[config.mk]
export PLATFORM = sky130hd
export DESIGN_NAME = posit_dot_seq
export DESIGN_NICKNAME = d
export VERILOG_FILES = /design/src/rtl/posit_seq_pkg.sv /design/src/rtl/posit_seq_rd_pipe.sv /design/src/rtl/posit_dot_seq.sv
export SDC_FILE = /design/constraint.sdc
export NUM_CORES = 1
export LEC_CHECK = 0
export BUFFER_PORTS_ARGS = -buffer_cell sky130_fd_sc_hd__buf_2
export CAP_MARGIN = 20
export CORE_UTILIZATION = 50
export CTS_CLUSTER_SIZE = 24
export DETAILED_ROUTE_END_ITERATION = 8
export PLACE_DENSITY = 0.75
export SLEW_MARGIN = 20
export SYNTH_ARGS = -nofsm -noshare
export SYNTH_HDL_FRONTEND = slang
export SYNTH_SLANG_ARGS = --single-unit
[constraint.sdc]
create_clock -name clk_i -period 2 [get_ports clk_i]
set_clock_uncertainty 0.05 [all_clocks]
set_input_delay 0.3 -clock clk_i [delete_from_list [all_inputs] [get_ports clk_i]]
set_output_delay 0.3 -clock clk_i [all_outputs]
set_load 0.03 [all_outputs]
[src/rtl/posit_seq_pkg.sv]
// Shared types and default sizing for the posit dot-product sequencer.
// Holds the FSM state enum, default parameters and a width helper.
package posit_seq_pkg;

    typedef enum logic [1:0] {
        IDLE,
        ISSUE,
        DRAIN,
        GAP
    } state_t;

    localparam int WIDTH_DEF  = 8;
    localparam int K_DEF      = 9;
    localparam int N_OUT_DEF  = 4;
    localparam int TO_CYC_DEF = 64;

    // $clog2 that never returns 0, for index ports of 1-deep ranges
    function automatic int clog2_min1(input int n);
        return (n < 2) ? 1 : $clog2(n);
    endfunction

endpackage

[src/rtl/posit_seq_rd_pipe.sv]
// Two-stage alignment from memory read strobe to registered MAC operands.
// Ports: rd_i strobe, w/d_rdata_i read data (t+1), vld/win/din_o (t+2).
module posit_seq_rd_pipe #(
    parameter int WIDTH = 8
) (
    input  logic             clk_i,
    input  logic             rstn,
    input  logic             rd_i,
    input  logic [WIDTH-1:0] w_rdata_i,
    input  logic [WIDTH-1:0] d_rdata_i,
    output logic             vld_o,
    output logic [WIDTH-1:0] win_o,
    output logic [WIDTH-1:0] din_o
);

    logic rd_q;

    // operands forced to 0 outside valid cycles
    always_ff @(posedge clk_i or negedge rstn) begin
        if (!rstn) begin
            rd_q  <= 1'b0;
            vld_o <= 1'b0;
            win_o <= '0;
            din_o <= '0;
        end else begin
            rd_q  <= rd_i;
            vld_o <= rd_q;
            win_o <= rd_q ? w_rdata_i : '0;
            din_o <= rd_q ? d_rdata_i : '0;
        end
    end

endmodule

[src/rtl/posit_dot_seq.sv]
// Sequencer feeding K-element operand bursts to the posit MAC, N_OUT per job,
// and forwarding each MAC result. Ports: start/busy/done job control, w_/d_
// memory reads, mac_* MAC link, res_* result port, err_o watchdog pulse.
// Build option POSIT_SEQ_TIMEOUT_EN adds a TO_CYC-cycle DRAIN watchdog.
module posit_dot_seq
    import posit_seq_pkg::*;
#(
    parameter int WIDTH  = WIDTH_DEF,
    parameter int K      = K_DEF,
    parameter int N_OUT  = N_OUT_DEF,
    parameter int WAW    = $clog2(K * N_OUT),
    parameter int DAW    = $clog2(K),
    parameter int IW     = clog2_min1(N_OUT),
    parameter int TO_CYC = TO_CYC_DEF
) (
    input  logic             clk_i,
    input  logic             rstn,
    input  logic             start_i,
    output logic             busy_o,
    output logic             done_o,
    output logic             w_rd_o,
    output logic [WAW-1:0]   w_addr_o,
    input  logic [WIDTH-1:0] w_rdata_i,
    output logic             d_rd_o,
    output logic [DAW-1:0]   d_addr_o,
    input  logic [WIDTH-1:0] d_rdata_i,
    output logic             mac_vld_o,
    output logic [WIDTH-1:0] mac_win_o,
    output logic [WIDTH-1:0] mac_din_o,
    input  logic [WIDTH-1:0] mac_acc_i,
    input  logic             mac_vld_i,
    output logic             res_vld_o,
    output logic [IW-1:0]    res_idx_o,
    output logic [WIDTH-1:0] res_data_o,
    output logic             err_o
);

    localparam int KW = $clog2(K + 1);
    localparam int NW = $clog2(N_OUT + 1);

    state_t         state;
    state_t         state_n;
    logic [KW-1:0]  k;
    logic [NW-1:0]  idx;
    logic [WAW-1:0] base;
    logic           issue;
    logic           cap;
    logic           last;
    logic           to_hit;

    assign issue    = (state == ISSUE);
    assign w_rd_o   = issue;
    assign d_rd_o   = issue;
    assign w_addr_o = issue ? base + WAW'(k) : '0;
    assign d_addr_o = issue ? DAW'(k) : '0;
    assign last     = (idx == NW'(N_OUT - 1));

    // one capture per DRAIN; the FSM leaves DRAIN on the
    // registered result so start_i in the done cycle is ignored
    assign cap    = (state == DRAIN) && mac_vld_i && !res_vld_o;
    assign busy_o = (state != IDLE) && !done_o;

    always_comb begin
        state_n = state;
        unique case (state)
            IDLE:  if (start_i) state_n = ISSUE;
            ISSUE: if (k == KW'(K - 1)) state_n = DRAIN;
            DRAIN: begin
                if (res_vld_o) state_n = last ? IDLE : GAP;
                else if (to_hit) state_n = IDLE;
            end
            GAP:   state_n = ISSUE;
            default: state_n = IDLE;
        endcase
    end

    always_ff @(posedge clk_i or negedge rstn) begin
        if (!rstn) begin
            state      <= IDLE;
            k          <= '0;
            idx        <= '0;
            base       <= '0;
            res_vld_o  <= 1'b0;
            done_o     <= 1'b0;
            res_idx_o  <= '0;
            res_data_o <= '0;
        end else begin
            state     <= state_n;
            res_vld_o <= cap;
            done_o    <= cap && last;
            if (cap) begin
                res_data_o <= mac_acc_i;
                res_idx_o  <= IW'(idx);
            end
            if (state == IDLE && start_i) begin
                k    <= '0;
                idx  <= '0;
                base <= '0;
            end
            if (issue) begin
                k <= (k == KW'(K - 1)) ? '0 : k + KW'(1);
            end
            // row base steps by K instead of idx*K
            if (state == GAP) begin
                idx  <= idx + NW'(1);
                base <= base + WAW'(K);
            end
        end
    end

    posit_seq_rd_pipe #(
        .WIDTH (WIDTH)
    ) u_rd_pipe (
        .clk_i     (clk_i),
        .rstn      (rstn),
        .rd_i      (issue),
        .w_rdata_i (w_rdata_i),
        .d_rdata_i (d_rdata_i),
        .vld_o     (mac_vld_o),
        .win_o     (mac_win_o),
        .din_o     (mac_din_o)
    );

`ifdef POSIT_SEQ_TIMEOUT_EN
    localparam int TW = $clog2(TO_CYC + 1);

    logic [TW-1:0] to_cnt;
    logic          err_q;

    // counter is 0 on the first DRAIN cycle
    assign to_hit = (state == DRAIN) && !mac_vld_i && !res_vld_o
                  && (to_cnt == TW'(TO_CYC - 1));
    assign err_o  = err_q;

    always_ff @(posedge clk_i or negedge rstn) begin
        if (!rstn) begin
            to_cnt <= '0;
            err_q  <= 1'b0;
        end else begin
            err_q  <= to_hit;
            to_cnt <= (state == DRAIN) ? to_cnt + TW'(1) : '0;
        end
    end
`else
    // watchdog compiled out: DRAIN waits for the MAC forever
    localparam bit TO_OFF = (TO_CYC < 0);

    assign to_hit = TO_OFF;
    assign err_o  = 1'b0;
`endif

endmodule

* Word-level counts from Yosys, hierarchy flattened
Index checks and enable logic that the tools add are counted.
** Operators by class
- Eq/ne operators :: 8
- Shift operators :: 0
- Add/sub/neg operators :: 4
- Div/mod/pow operators :: 0
- Multiplexer cells :: 16
- Magnitude comparators :: 0
- Multiply operators :: 0
- Bitwise logic cells :: 0
- Reductions and logical operators :: 12
** Operators by type and width (count)
- two-way mux 6 bit :: 3
- two-way mux 4 bit :: 4
- two-way mux 8 bit :: 2
- two-way mux 2 bit :: 4
- one-hot mux 2 bit (4 select lines) :: 1
- adder 6 x 4 -> 6 bit :: 1
- adder 6 x 4 -> 6 bit (second input constant) :: 1
- two-way mux 3 bit :: 2
- nonzero test 2 bit :: 3
- logical AND 1 bit :: 5
- adder 4 x 1 -> 4 bit (second input constant) :: 1
- equality test 2 bit (second input constant) :: 2
- equality test 4 bit (second input constant) :: 1
- inequality test 2 bit (second input constant) :: 2
- adder 3 x 1 -> 3 bit (second input constant) :: 1
- equality test 3 x 2 -> 1 bit (second input constant) :: 1
- AND reduction 3 bit :: 1
- equality test 2 x 1 -> 1 bit (second input constant) :: 1
- logical NOT 1 bit :: 2
- logical NOT 2 bit :: 1
- inequality test 2 x 1 -> 1 bit (second input constant) :: 1
** Word-level totals
- Bits in latches :: 0
- Bits in read-only memories :: 0
- Input bits :: 28
- Register bits after elaboration :: 45
- Logic and storage cells :: 52
- Bits in writable memories :: 0
- Output and inout bits :: 43
- Memories kept :: 0

* Depth between registers and ports, before layout
- Depth in word-level cells :: 4
- Depth in mapped cells :: 6

* Modules after synthesis
Synthesis repeated with hierarchy kept, for this count alone.
** Unflattened totals
- Cell total of the unflattened synthesis :: 179
- Area, all modules :: 2120.8 sq um
** Modules (own cells, without submodules)
- posit_dot_seq :: instances 1, area each 1544.0 sq um, cells each 144, seq. area each 675.6 sq um
- posit_seq_rd_pipe :: instances 1, area each 576.8 sq um, cells each 35, seq. area each 450.4 sq um

* Worst setup path before layout
Ideal clock, no wire load.
- Path kind :: register to output
- Start point :: reg k[0]
- End point :: out w_addr_o[4]
- Data required time :: 1.650 ns
- Setup slack :: -0.297 ns
- Cell stages (with the launch flop) :: 6
- Arrival :: 1.947 ns
- Buffers on the path :: 0
- Path through :: dfrtp_1 -> ha_1 -> fa_1 -> a21o_1 -> a21oi_1 -> mux2i_1
** Between the ends
- Word-level cells in the longest chain between the ends :: 2
** Ends and longest elaborated chain
- start: declaration :: RTL line posit_dot_seq.sv:43 : logic [KW-1:0] k;
- start signal: assignment :: RTL line posit_dot_seq.sv:101 : k <= (k == KW'(K - 1)) ? '0 : k + KW'(1);
- adder 6 x 4 -> 6 bit :: RTL line posit_dot_seq.sv:54 : assign w_addr_o = issue ? base + WAW'(k) : '0;
- two-way mux 6 bit :: RTL line posit_dot_seq.sv:54
- end: declaration :: RTL line posit_dot_seq.sv:22 : output logic [WAW-1:0] w_addr_o,
No other way between the ends.

* Worst setup path in the final report
Ends and elaborated chain as after synthesis.

==> summary.md <==
Of all nets on the critical path, the largest fanout is 2. Setup violations remaining at the end of the flow were counted as 4. The detailed-route wire length per cell works out to 13.16 um.

71 I/O pins were placed. TritonCTS built the clock tree. During placement, the flow inserted port buffers numbering 69. The worst-case IR drop observed on VDD is 0.8399 mV.

The largest incremental delay on the critical path came out at 0.39 ns. After synthesis, the largest family of logic cells by area is simple AND/OR/NAND/NOR gates. The tree is rooted in a clkbuf_8.

The worst setup margin is -0.3340 ns, and the sequential standard cell area is 1127 um2. Classification of the worst-slack hold path: input port to async pin. In this run, CTS created clock tree buffers numbering 5.

The synthesized netlist devotes 15.38% of its cell area to simple gates. The multi-input combinational cells in the finished layout cover a total of 987.2 um2. The final layout contains 304 nets. Synthesis produced a netlist whose cell count is 179.

The filler cells instantiated in the layout total 313. Sorting the synthesized cells by area gives the leading types as dfrtp_1 54%, ha_1 7.8%, and2_1 6.9%. The worst setup path is captured at an output port. The synthesized design devotes to its leading area cell type 53.67% of total area. The number of inserted diodes was 0. The count of cells in the finished layout, fillers not included, comes to 312. Data arrives at the worst endpoint at 1.98 ns. Among all flip-flop cells after synthesis, the most frequent one is dfrtp_1. Summing the areas of all xor and xnor instances in the mapped netlist gives 1.252% of the synthesized area. For the maximum root-to-sink buffer count, the log shows 2. The tools report the number of rows created at floorplan as 23. Die outline height: 66.78 um.

The first-pass GRT wire length is 6789 um, and the Yosys warning count is 0. The run gives 53.67% as the portion of the post-synthesis area used by sequential elements. The relative slew slack was 62.89%; the netlist area before placement was 2098 um2. The synthesized area per cell came out at 11.72 um2. The power per cell area was 1650 nW/um2; the clock sink count was 45. The initial cell density of the core is 52.08%. The die covers 4460 um2.

Routability-driven placement finished with a final weighted congestion of 0.7719. For the pin with the worst max-slew slack, the measured transition is 0.5566 ns. Of the cells placed in the final design, the portion with a size suffix greater than 1 is 41.60%.

Traced cell by cell, the critical path runs through ha_2, fa_2, a21o_1, a21oi_4, mux2i_4, buf_6. The number of DRC violations after detailed routing came out at 0. The die width came out at 66.78 um. The worst path in the final design needs a cycle of 2.334 ns, including I/O delays and setup. Global routing used 20.46% of the available tracks. Clock-pin slew was measured on the worst setup and hold paths at 0.08 ns. The tools report the total count of hold-check failures in the final report as 0. Summed over all nets, the half-perimeter wirelength after detailed placement is 2980 um.

The worst setup path is launched from a register. After Yosys synthesis, full adders, half adders and majority gates account for 8.706% of the synthesized area. In this run the remaining antenna-violating nets after routing total 0. Number of cells in the design after placement: 303.

Buffers inserted to repair hold after CTS numbered 0. The later pin in the worst-skew pair is clocked with a latency of 0.29 ns. The H-tree generated during clock tree synthesis spans 2 levels. The critical path in this run is classified as register to output port. Counting flops with an async set or reset pin after synthesis yields a share of 100.0%. Max-cap violations in this run came to 0. The peak clock frequency supported by timing is 428.5 MHz, and the vias per cell is 5.003.

The final reports fail on setup timing. The logs give 0 for the initial antenna violation count and 1561 for the detailed-route via count. The run finished, with violations left. Once layout is complete, the utilization of the core stands at 69.32%. The synthesized design contains 45 register bits.

For the number of distinct library cells after synthesis, the log shows 37. The number of nets handed over by synthesis was 221. The run gives 1.488 nW as the static leakage.

The placeable core area came out at 4029 um2. Final clock period utilization by the worst path: 116.7%. Summing the areas of all compound-gate instances in the mapped netlist gives 7.990% of the synthesized area. For the worst setup path, the data required time is 1.65 ns. The tools report the detailed-router iteration count before antenna repair as 4. Setup repair after global routing could not meet its margin everywhere.

The number of slew-limit violations in the final report came out at 0. In this run, synthesis inferred 0 flip-flops with an integrated enable. The overall overflow remaining after global route was 0. Master of the slowest instance on the critical path: dfrtp_1. For this block, the initial DRC count from the detailed router was 55. The synthesis-to-layout area growth was 33.09%. Wires add up to 4105 um.

Measured against the total synthesized area, the mux share comes to 9.183%. The biggest area consumer among synthesized cells was dfrtp_1. The number of global-route vias before repair was 1539. The tools report the largest net degree at the start of global routing as 46.
## power by group
| group | internal, mW | total, mW | switching (mW) |
|---|---|---|---|
| registers | 1.24 | 1.46 | 0.221 |
| clock network | 0.363 | 0.646 | 0.283 |
| logic | 0.991 | 2.50 | 1.51 |
| total | 2.59 | 4.61 | 2.01 |
## Yosys cell counts (2+ instances only)
cell type and count:
o21ai_1 8, nand2b_1 2, nand3_1 3, nand2_1 18, a21o_1 2, mux2i_1 8, clkbuf_1 2, a22o_1 2
xnor2_1 2, buf_4 2, inv_2 2, and2_1 23, a31oi_1 2, mux2_1 10, and3_1 2, dfrtp_1 45
ha_1 13, inv_1 8, nor2b_1 3, a21oi_1 5
## area by class of cell
cell class,instances,area share [%]
clock inverter,2,1.254
tap,50,2.240
clock buffer,5,2.464
timing repair buffer,82,16.98
inverter,10,1.344
sequential,45,40.37
multi-input combinational,118,35.35
## final timing paths
path / startpoint / endpoint / slack (ns) / cells after the start
max: k[0]$_DFFE_PN0P_ / w_addr_o[4] / -0.33 / 6
min: rstn / u_rd_pipe.win_o[4]$_DFF_PN0_ / 0.03 / 2
max reg2reg: state[0]$_DFFE_PN0P_ / res_data_o[6]$_DFFE_PN0P_ / 0.29 / 6
min reg2reg: res_data_o[4]$_DFFE_PN0P_ / res_data_o[4]$_DFFE_PN0P_ / 0.44 / 1
max in group asynchronous: rstn / base[3]$_DFFE_PN0P_ / 1.46 / 2
min in group clk_i: mac_acc_i[4] / res_data_o[4]$_DFFE_PN0P_ / 0.17 / 2
## worst max-delay path, delay by kind of cell (launching register included)
family                   cells  cell delay, ns
AO/OA/AOI/OAI                2            0.36
adder cells (fa/ha/maj)      2            0.55
buffers and inverters        1            0.15
flip-flops                   1            0.39
multiplexers                 1            0.25
## repair_timing
action | 4_1_cts | 5_1_grt
buffers inserted | 1 | 2
pin swaps | 2 | 1
hold endpoints to repair | 0 | 0
gates resized for setup | 14 | 8
setup endpoints to repair | 6 | 7
## per-layer routing
layer | share of wire (%) | global-route usage [%] | routed length, um | vias up
met5 | 0 | 0 | 0 | -
met4 | 1.2 | 5.851 | 50 | 0
met3 | 6.8 | 5.822 | 279 | 6
met2 | 47 | 34.60 | 1935 | 60
met1 | 45 | 25.28 | 1840 | 730
li1 | - | - | - | 765
## registers in the layout, summed over array words and instances (netlist names)
name,cells
res_data_o,8
u_rd_pipe.win_o,8
u_rd_pipe.rd_q,1
u_rd_pipe.din_o,8
done_o,1
res_idx_o,2
k,4
state,2
res_vld_o,1
u_rd_pipe.vld_o,1
idx,3
base,6
## kinds of logic after synthesis
| family | Yosys count |
|---|---|
| simple gates | 57 |
| xor+xnor | 3 |
| mux | 18 |
| buf+inv | 16 |
| compound gates | 25 |
| flops | 45 |
| fa+ha+maj | 14 |
| other cells | 1 |
## metrics by stage
step / TNS (ns) / cell area (um2) / hold WS, ns / power, mW / worst slack, ns
after floorplan: -0.07257 / 2125 / -0.04559 / 3.101 / -0.07257
after CTS: -0.8571 / 2738 / 0.04790 / 4.543 / -0.3585
final: -0.7793 / 2793 / 0.02737 / 4.608 / -0.3340
after global placement: -0.09137 / 2576 / 0.3609 / 3.710 / -0.09137
after detailed placement: -0.1233 / 2576 / 0.3655 / 3.778 / -0.1233
after global routing: -1.084 / 2793 / 0.07469 / 4.923 / -0.3832
## cells in the final DEF (no fill, tap or decap), drive strengths merged, types with 2 or more instances in the layout
cell type / netlist / layout
buf: 4 / 82
dfrtp: 45 / 45
and2: 23 / 23
nand2: 18 / 18
ha: 13 / 13
mux2: 10 / 10
inv: 10 / 10
o21ai: 9 / 9
mux2i: 8 / 8
a21oi: 6 / 6
clkbuf: 2 / 5
nand3: 3 / 3
nor2b: 3 / 3
a21o: 2 / 2
nand2b: 2 / 2
a22o: 2 / 2
xnor2: 2 / 2
a31oi: 2 / 2
and3: 2 / 2
Power figures use the tool's default switching activity.
